<file path="src/rtl/axi_ar_issuer.sv">
// Pops burst start addresses from the frame-buffer address FIFO and issues
// them as AXI4 INCR read bursts, capping the number of bursts in flight.
// Ports:
//   clk, rst_n           clock, asynchronous active-low reset
//   enable               allows new pops; an AR already in flight always completes
//   fifo_rd_*            FIFO read port (rd_data valid one cycle after rd_en)
//   m_axi_ar*            AXI4 AR channel (master side)
//   m_axi_r{valid,ready,last}  R channel, monitored only
//   outstanding          bursts issued whose rlast has not been seen yet
//   busy                 FSM active or bursts outstanding
//   err_4k, err_underflow  sticky error flags, cleared only by reset
module axi_ar_issuer #(
    parameter int unsigned ADDR_WIDTH      = 32,
    parameter int unsigned ID_WIDTH        = 4,
    parameter int unsigned BURST_LEN       = 16,
    parameter int unsigned BEAT_BYTES      = 32,
    parameter int unsigned MAX_OUTSTANDING = 8
) (
    input  logic                  clk,
    input  logic                  rst_n,
    input  logic                  enable,
    input  logic [ADDR_WIDTH-1:0] fifo_rd_data,
    input  logic                  fifo_rd_empty,
    output logic                  fifo_rd_en,
    output logic [ADDR_WIDTH-1:0] m_axi_araddr,
    output logic [7:0]            m_axi_arlen,
    output logic [2:0]            m_axi_arsize,
    output logic [1:0]            m_axi_arburst,
    output logic [ID_WIDTH-1:0]   m_axi_arid,
    output logic                  m_axi_arvalid,
    input  logic                  m_axi_arready,
    input  logic                  m_axi_rvalid,
    input  logic                  m_axi_rready,
    input  logic                  m_axi_rlast,
    output logic [3:0]            outstanding,
    output logic                  busy,
    output logic                  err_4k,
    output logic                  err_underflow
);

    localparam int unsigned SIZE_LOG2   = $clog2(BEAT_BYTES);
    localparam int unsigned BURST_BYTES = BURST_LEN * BEAT_BYTES;
    // Wide enough to hold a 12-bit page offset plus the largest legal burst.
    localparam int unsigned CHK_W       = 17;

    typedef enum logic [1:0] {
        IDLE  = 2'd0,
        FETCH = 2'd1,
        ISSUE = 2'd2
    } state_t;

    state_t                  state;
    state_t                  state_next;
    logic                    can_pop;
    logic                    load_ar;
    logic                    ar_hs;
    logic                    r_hs;
    logic [ADDR_WIDTH-1:0]   addr_aligned;
    logic [CHK_W-1:0]        end_offset;
    logic                    crosses;

    assign m_axi_arlen   = 8'(BURST_LEN - 1);
    assign m_axi_arsize  = 3'(SIZE_LOG2);
    assign m_axi_arburst = 2'b01;

    assign can_pop = enable && !fifo_rd_empty && (outstanding < 4'(MAX_OUTSTANDING));
    assign ar_hs   = m_axi_arvalid && m_axi_arready;
    assign r_hs    = m_axi_rvalid && m_axi_rready && m_axi_rlast;
    assign busy    = (state != IDLE) || (outstanding != 4'd0);

    // Burst start is forced onto a beat boundary; the 4 KB check uses that address.
    assign addr_aligned = fifo_rd_data & ~ADDR_WIDTH'(BEAT_BYTES - 1);
    assign end_offset   = CHK_W'(addr_aligned[11:0]) + CHK_W'(BURST_BYTES);
    assign crosses      = end_offset > CHK_W'(4096);

    // State register
    always_ff @(posedge clk or negedge rst_n) begin
        if (!rst_n) begin
            state <= IDLE;
        end else begin
            state <= state_next;
        end
    end

    // Next-state logic
    always_comb begin
        state_next = state;
        case (state)
            IDLE:    if (can_pop) state_next = FETCH;
            FETCH:   state_next = ISSUE;
            ISSUE:   if (m_axi_arready) state_next = IDLE;
            default: state_next = IDLE;
        endcase
    end

    // FSM outputs: single-cycle pop strobe in IDLE, AR load in FETCH
    always_comb begin
        fifo_rd_en = 1'b0;
        load_ar    = 1'b0;
        case (state)
            IDLE:    fifo_rd_en = can_pop;
            FETCH:   load_ar    = 1'b1;
            default: ;
        endcase
    end

    // AR channel registers and 4 KB flag
    always_ff @(posedge clk or negedge rst_n) begin
        if (!rst_n) begin
            m_axi_araddr  <= '0;
            m_axi_arvalid <= 1'b0;
            m_axi_arid    <= '0;
            err_4k        <= 1'b0;
        end else if (load_ar) begin
            m_axi_araddr  <= addr_aligned;
            m_axi_arvalid <= 1'b1;
            if (crosses) err_4k <= 1'b1;
        end else if (ar_hs) begin
            m_axi_arvalid <= 1'b0;
            m_axi_arid    <= m_axi_arid + ID_WIDTH'(1);
        end
    end

    // Outstanding-burst counter; a simultaneous issue and completion cancel out
    always_ff @(posedge clk or negedge rst_n) begin
        if (!rst_n) begin
            outstanding   <= 4'd0;
            err_underflow <= 1'b0;
        end else if (ar_hs && !r_hs) begin
            outstanding <= outstanding + 4'd1;
        end else if (r_hs && !ar_hs) begin
            if (outstanding != 4'd0) begin
                outstanding <= outstanding - 4'd1;
            end else begin
                err_underflow <= 1'b1;
            end
        end
    end

endmodule
</file>
<file path="config.mk">
export PLATFORM = sky130hd
export DESIGN_NAME = axi_ar_issuer
export DESIGN_NICKNAME = d
export VERILOG_FILES = /design/src/rtl/axi_ar_issuer.sv
export SDC_FILE = /design/constraint.sdc
export NUM_CORES = 1
export LEC_CHECK = 0
export ABC_AREA = 1
export BUFFER_PORTS_ARGS = -buffer_cell sky130_fd_sc_hd__buf_4
export CAP_MARGIN = 20
export CORE_MARGIN = 8
export CORE_UTILIZATION = 41
export DETAILED_ROUTE_END_ITERATION = 12
export GPL_ROUTABILITY_DRIVEN = 0
export PLACE_DENSITY_LB_ADDON = 0.15
export REMOVE_ABC_BUFFERS = 1
export SYNTH_ARGS = -nofsm -noshare
export SYNTH_HDL_FRONTEND = slang
export SYNTH_SLANG_ARGS = --single-unit
</file>
<file path="constraint.sdc">
create_clock -name clk -period 1.5 [get_ports clk]
set_input_delay 0.075 -clock clk [delete_from_list [all_inputs] [get_ports clk]]
set_output_delay 0.075 -clock clk [all_outputs]
set_load 0.01 [all_outputs]
</file>
# After elaboration in Yosys (flattened, before gate mapping)
# Index checks and enable logic that the tools add are counted.
# op_classes
bitwise_logic	3
n_reduce_logical	22
mux	10
eq_ne	4
order_cmp	2
addsub	4
# ops
cell	count
12-bit by 10-bit adder with 13-bit output, second input constant	1
13-bit greater-than comparator, second input constant	1
4-bit two-way mux	3
4-bit by 1-bit adder with 4-bit output, second input constant	2
2-bit AND reduction	4
2-bit nonzero test	4
1-bit logical AND	7
2-bit case mux with 3 select lines	1
4-bit less-than comparator, second input constant	1
1-bit two-way mux	4
2-bit two-way mux	2
2-bit inequality test, second input constant	2
4-bit nonzero test	1
4-bit by 1-bit subtractor with 4-bit output, second input constant	1
1-bit logical NOT	3
1-bit NOT	3
3-bit AND reduction	1
2-bit by 1-bit == test with 1-bit output, second input constant	1
2-bit == test, second input constant	1
2-bit logical NOT	1
1-bit logical OR	1
# totals
out_inout_bits	58
word_cells	52
reg_bits	40
inputBits	40

# Longest topological paths before layout
# logic_depth
ltp_word	6
depth_mapped	12
ltp_nobuf	12

# Least setup slack after synthesis
# No wires, ideal clock.
# synth_timing
path_type	reg-to-reg
start	reg m_axi_arvalid
end	reg outstanding[3]
required_ps	1435
n_path_buf	0
arrival_time_ps	1607
setup_slack_ps	-172
setup_ps	65
stages_incl_launch_ff	13
cell_sequence	dfrtp_1 > nand2_1 > inv_2 > ha_1 > inv_1 > ha_1 > nand2_1 > nand2_1 > nor2_1 > nand2_1 > nand2_1 > nand2_1 > nand2_1
# synth_via
elab_chain_len	5
# synth_lines
element	line_no	source
start: declaration	30	output logic m_axi_arvalid,
start signal: assignment	111	m_axi_arvalid <= 1'b0;
start signal: assignment	116	m_axi_arvalid <= 1'b1;
start signal: assignment	119	m_axi_arvalid <= 1'b0;
1-bit logical AND (*)	67	assign ar_hs = m_axi_arvalid && m_axi_arready;
1-bit logical NOT	131	end else if (r_hs && !ar_hs) begin
1-bit logical AND	131	
2-bit nonzero test (no line)	--	
2-bit AND reduction (no line)	--	
end signal: assignment	130	outstanding <= outstanding + 4'd1;
end signal: assignment	133	outstanding <= outstanding - 4'd1;
end: declaration	35	output logic [3:0] outstanding,
# Mark *: on every way between the ends. The rest lies on a longest branch, timed or not.
# A chain may end at the register's enable or synchronous reset.

# Final worst setup path
# Ends and elaborated chain as after synthesis.

==> impl_metrics.ini <==
[outcome]
status = complete, no violations

[cts]
numCtsBuffers = 5
path_clk_slew_ps = 80
root_buffer = clkbuf_8
cts_tree = yes
clk_path_buf_depth = 2
htreeDepth = 2
clock_latency_ps = 290
clock-sinks = 40

[routing]
wirelength_mm = 5.01
drtPass1Iterations = 4
num_vias = 1644
dr.first_iter.drc_count = 57
routedWlPerCell_microns = 13.2
drc = 0
ant_nets = 0
post_drt_via_cell_ratio = 4.33

[synthesis]
synth_top_area_share_pct = 52.4
syn_avg_cell_area_sq_um = 8.80
synth.distinct_cells = 23
ys_ff_latch = 40
yosys-top-cells-area = dfrtp_1 (52%), nand2_1 (17%), buf_4 (7.1%), inv_1 (3.3%), ha_1 (3.3%)
netlist_area_sq_um = 1910
yosysMostFrequentCell = nand2_1
syn_inst = 217
synth_ff_type = dfrtp_1
synth_edf_count = 0
ys.warnings.count = 0
ys_seq_area_share_pct = 52.4
yosys-top-cells-count = nand2_1 (86), dfrtp_1 (40), buf_4 (18), inv_1 (17), o21ai_0 (9)
async_reset_ff_share_pct = 100
yosysTopAreaCell = dfrtp_1

[global_route]
grt_start_max_net_pins = 41
grt_overflow_total = 0
grt_pass1_vias = 1725
track_usage_pct = 14.5
grt_pass1_wl_mm = 8.47
antenna_found_initial = 0

[setup_path]
cp_max_fo = 4
cp.arrival_ps = 1660
crit_type = flip-flop to flip-flop
end_kind = flip-flop
start_kind = flip-flop
required_ps = 1680

[die]
die_width_microns = 84.3
die_y_microns = 84.3
io_pins = 98
core_area_sq_um = 4600
start_util_pct = 41.6
fp-row-count = 25
die_area_sq_um = 7100

[sta]
slew_violations = 0
worstMarginPinSlew_ps = 512
relSlewSlack_pct = 65.9
setup_violations = 0
hold_viol = 0
finClkSkew_ps = 7.35
period_minus_slack_ps = 1480
fin_ws_ps = 15.3
rsz0062_at_grt = yes
fin_crit_sh_pct = 99.0
clock.fmax_ghz = 0.674

[placed_design]
pre_cts_ws_ps = -124
portBuffers = 74
dp_cells = 346
dpl.hpwl_mm = 3.42

[cells_and_area]
drive_above_1_share_pct = 34.4
num_antenna_cells = 0
final_cells = 380
syn2layout_area_growth_pct = 50.8
final_nets = 371

[pwr]
ir_drop_mv = 0.904
p_per_area_nw_per_um2 = 1780
p_leak_nw = 1.58

[min_path]
hold_path.class = primary input to flip-flop

[run]
max_cap_violations = 0
==> worst paths after layout <==
check	from	end	slack (ps)	cells past startpoint
worst max-delay path	m_axi_arvalid$_DFFE_PN0P_	outstanding[3]$_DFFE_PN0P_	20	12
worst min-delay path	fifo_rd_empty	state[0]$_DFFE_PN0P_	40	4
worst max register to register	m_axi_arvalid$_DFFE_PN0P_	outstanding[3]$_DFFE_PN0P_	20	12
worst min register to register	m_axi_arid[3]$_DFFE_PN0P_	m_axi_arid[3]$_DFFE_PN0P_	470	1
max in group asynchronous	rst_n	state[0]$_DFFE_PN0P_	850	2
min in group asynchronous	rst_n	outstanding[2]$_DFFE_PN0P_	300	2
==> timing repair <==
item                       4_1_cts  5_1_grt
pin swaps                        3        4
buffers inserted                 1        3
hold endpoints to repair        62        0
hold buffers                    22        0
gates cloned                     0        0
resized for setup                7        6
setup endpoints to repair        3        3
==> routing by layer <==
| metal | vias to the layer above | GRT usage (%) | wire length (microns) |
|---|---|---|---|
| met5 | - | 0 | 0 |
| met4 | 0 | 3.30 | 18 |
| met3 | 2 | 6.78 | 422 |
| met2 | 51 | 24.1 | 2470 |
| met1 | 752 | 16.4 | 2100 |
| li1 | 839 | - | - |
==> report_power, final <==
part	total [mW]	internal, mW	switching [mW]
clock	0.714	0.325	0.390
combinational	2.44	1.27	1.18
sequential	1.98	1.59	0.394
total	5.14	3.18	1.96
==> final cells by class <==
class	count	area [sq um]
multi-input combinational	150	771
sequential	40	1000
inverter	19	76.3
fill	411	1720
tap	54	67.6
clock buffer	5	68.8
clock inverter	3	18.8
timing repair buffer	109	877
==> state kept, by name, summed over array words and instances, names as in the netlist <==
name,flops
err_4k,1
m_axi_arid,4
err_underflow,1
state,2
outstanding,4
m_axi_arvalid,1
m_axi_araddr,27
==> worst max-delay path: stages, from the launching register on <==
cell     delay (ps)
dfrtp_1         370
nand2_2          60
inv_2            80
ha_4            160
inv_6            50
ha_4            270
nand2_2          60
nor2_2          110
nor2_2           50
nand2_1          50
nand2_1          40
nand2_1          50
nand2_1          40
==> through the flow <==
step / utilization [%] / setup TNS [ps] / power, mW / hold WS, ps / area [sq um]
final: 62.6 / 0 / 5.14 / 36.5 / 2880
after global routing: 62.6 / -138 / 5.60 / 61.3 / 2880
after CTS: 61.6 / 0 / 5.09 / 27.1 / 2830
after detailed placement: 54.0 / -261 / 4.27 / 92.5 / 2480
after global placement: 54.0 / -147 / 4.21 / 91.3 / 2480
after floorplan: - / -349 / 3.04 / -221 / 1790
==> layout by cell type (no fill, tap or decap), types with 2 or more instances in the layout <==
cell           instances
clkbuf_8               5
nand4_1                2
nor2_2                 3
conb_1                18
ha_4                   3
nor2_1                 3
nor3_1                 3
clkinv_2               2
nand3_1                5
xnor2_1                4
inv_1                 16
dlygate4sd3_1         22
o21ai_0                9
nand3_2                2
o21bai_1               2
ha_1                   2
buf_4                 86
inv_2                  2
dfrtp_1               40
nand2_2                4
nand2_1               84
xor2_1                 3
==> cell families (layout without fill, tap and decap cells) <==
| kind of cell | Yosys count | after routing | share of synthesized area (%) |
|---|---|---|---|
| compound gates | 12 | 12 | 3.40 |
| simple gates | 107 | 107 | 23.2 |
| flops | 40 | 40 | 52.4 |
| buf+inv | 43 | 136 | 13.0 |
| xor+xnor | 7 | 7 | 3.21 |
| other cells | 2 | 18 | 0.393 |
| fa+ha+maj | 6 | 6 | 4.32 |
No activity file was read; power rests on OpenSTA's default activity.
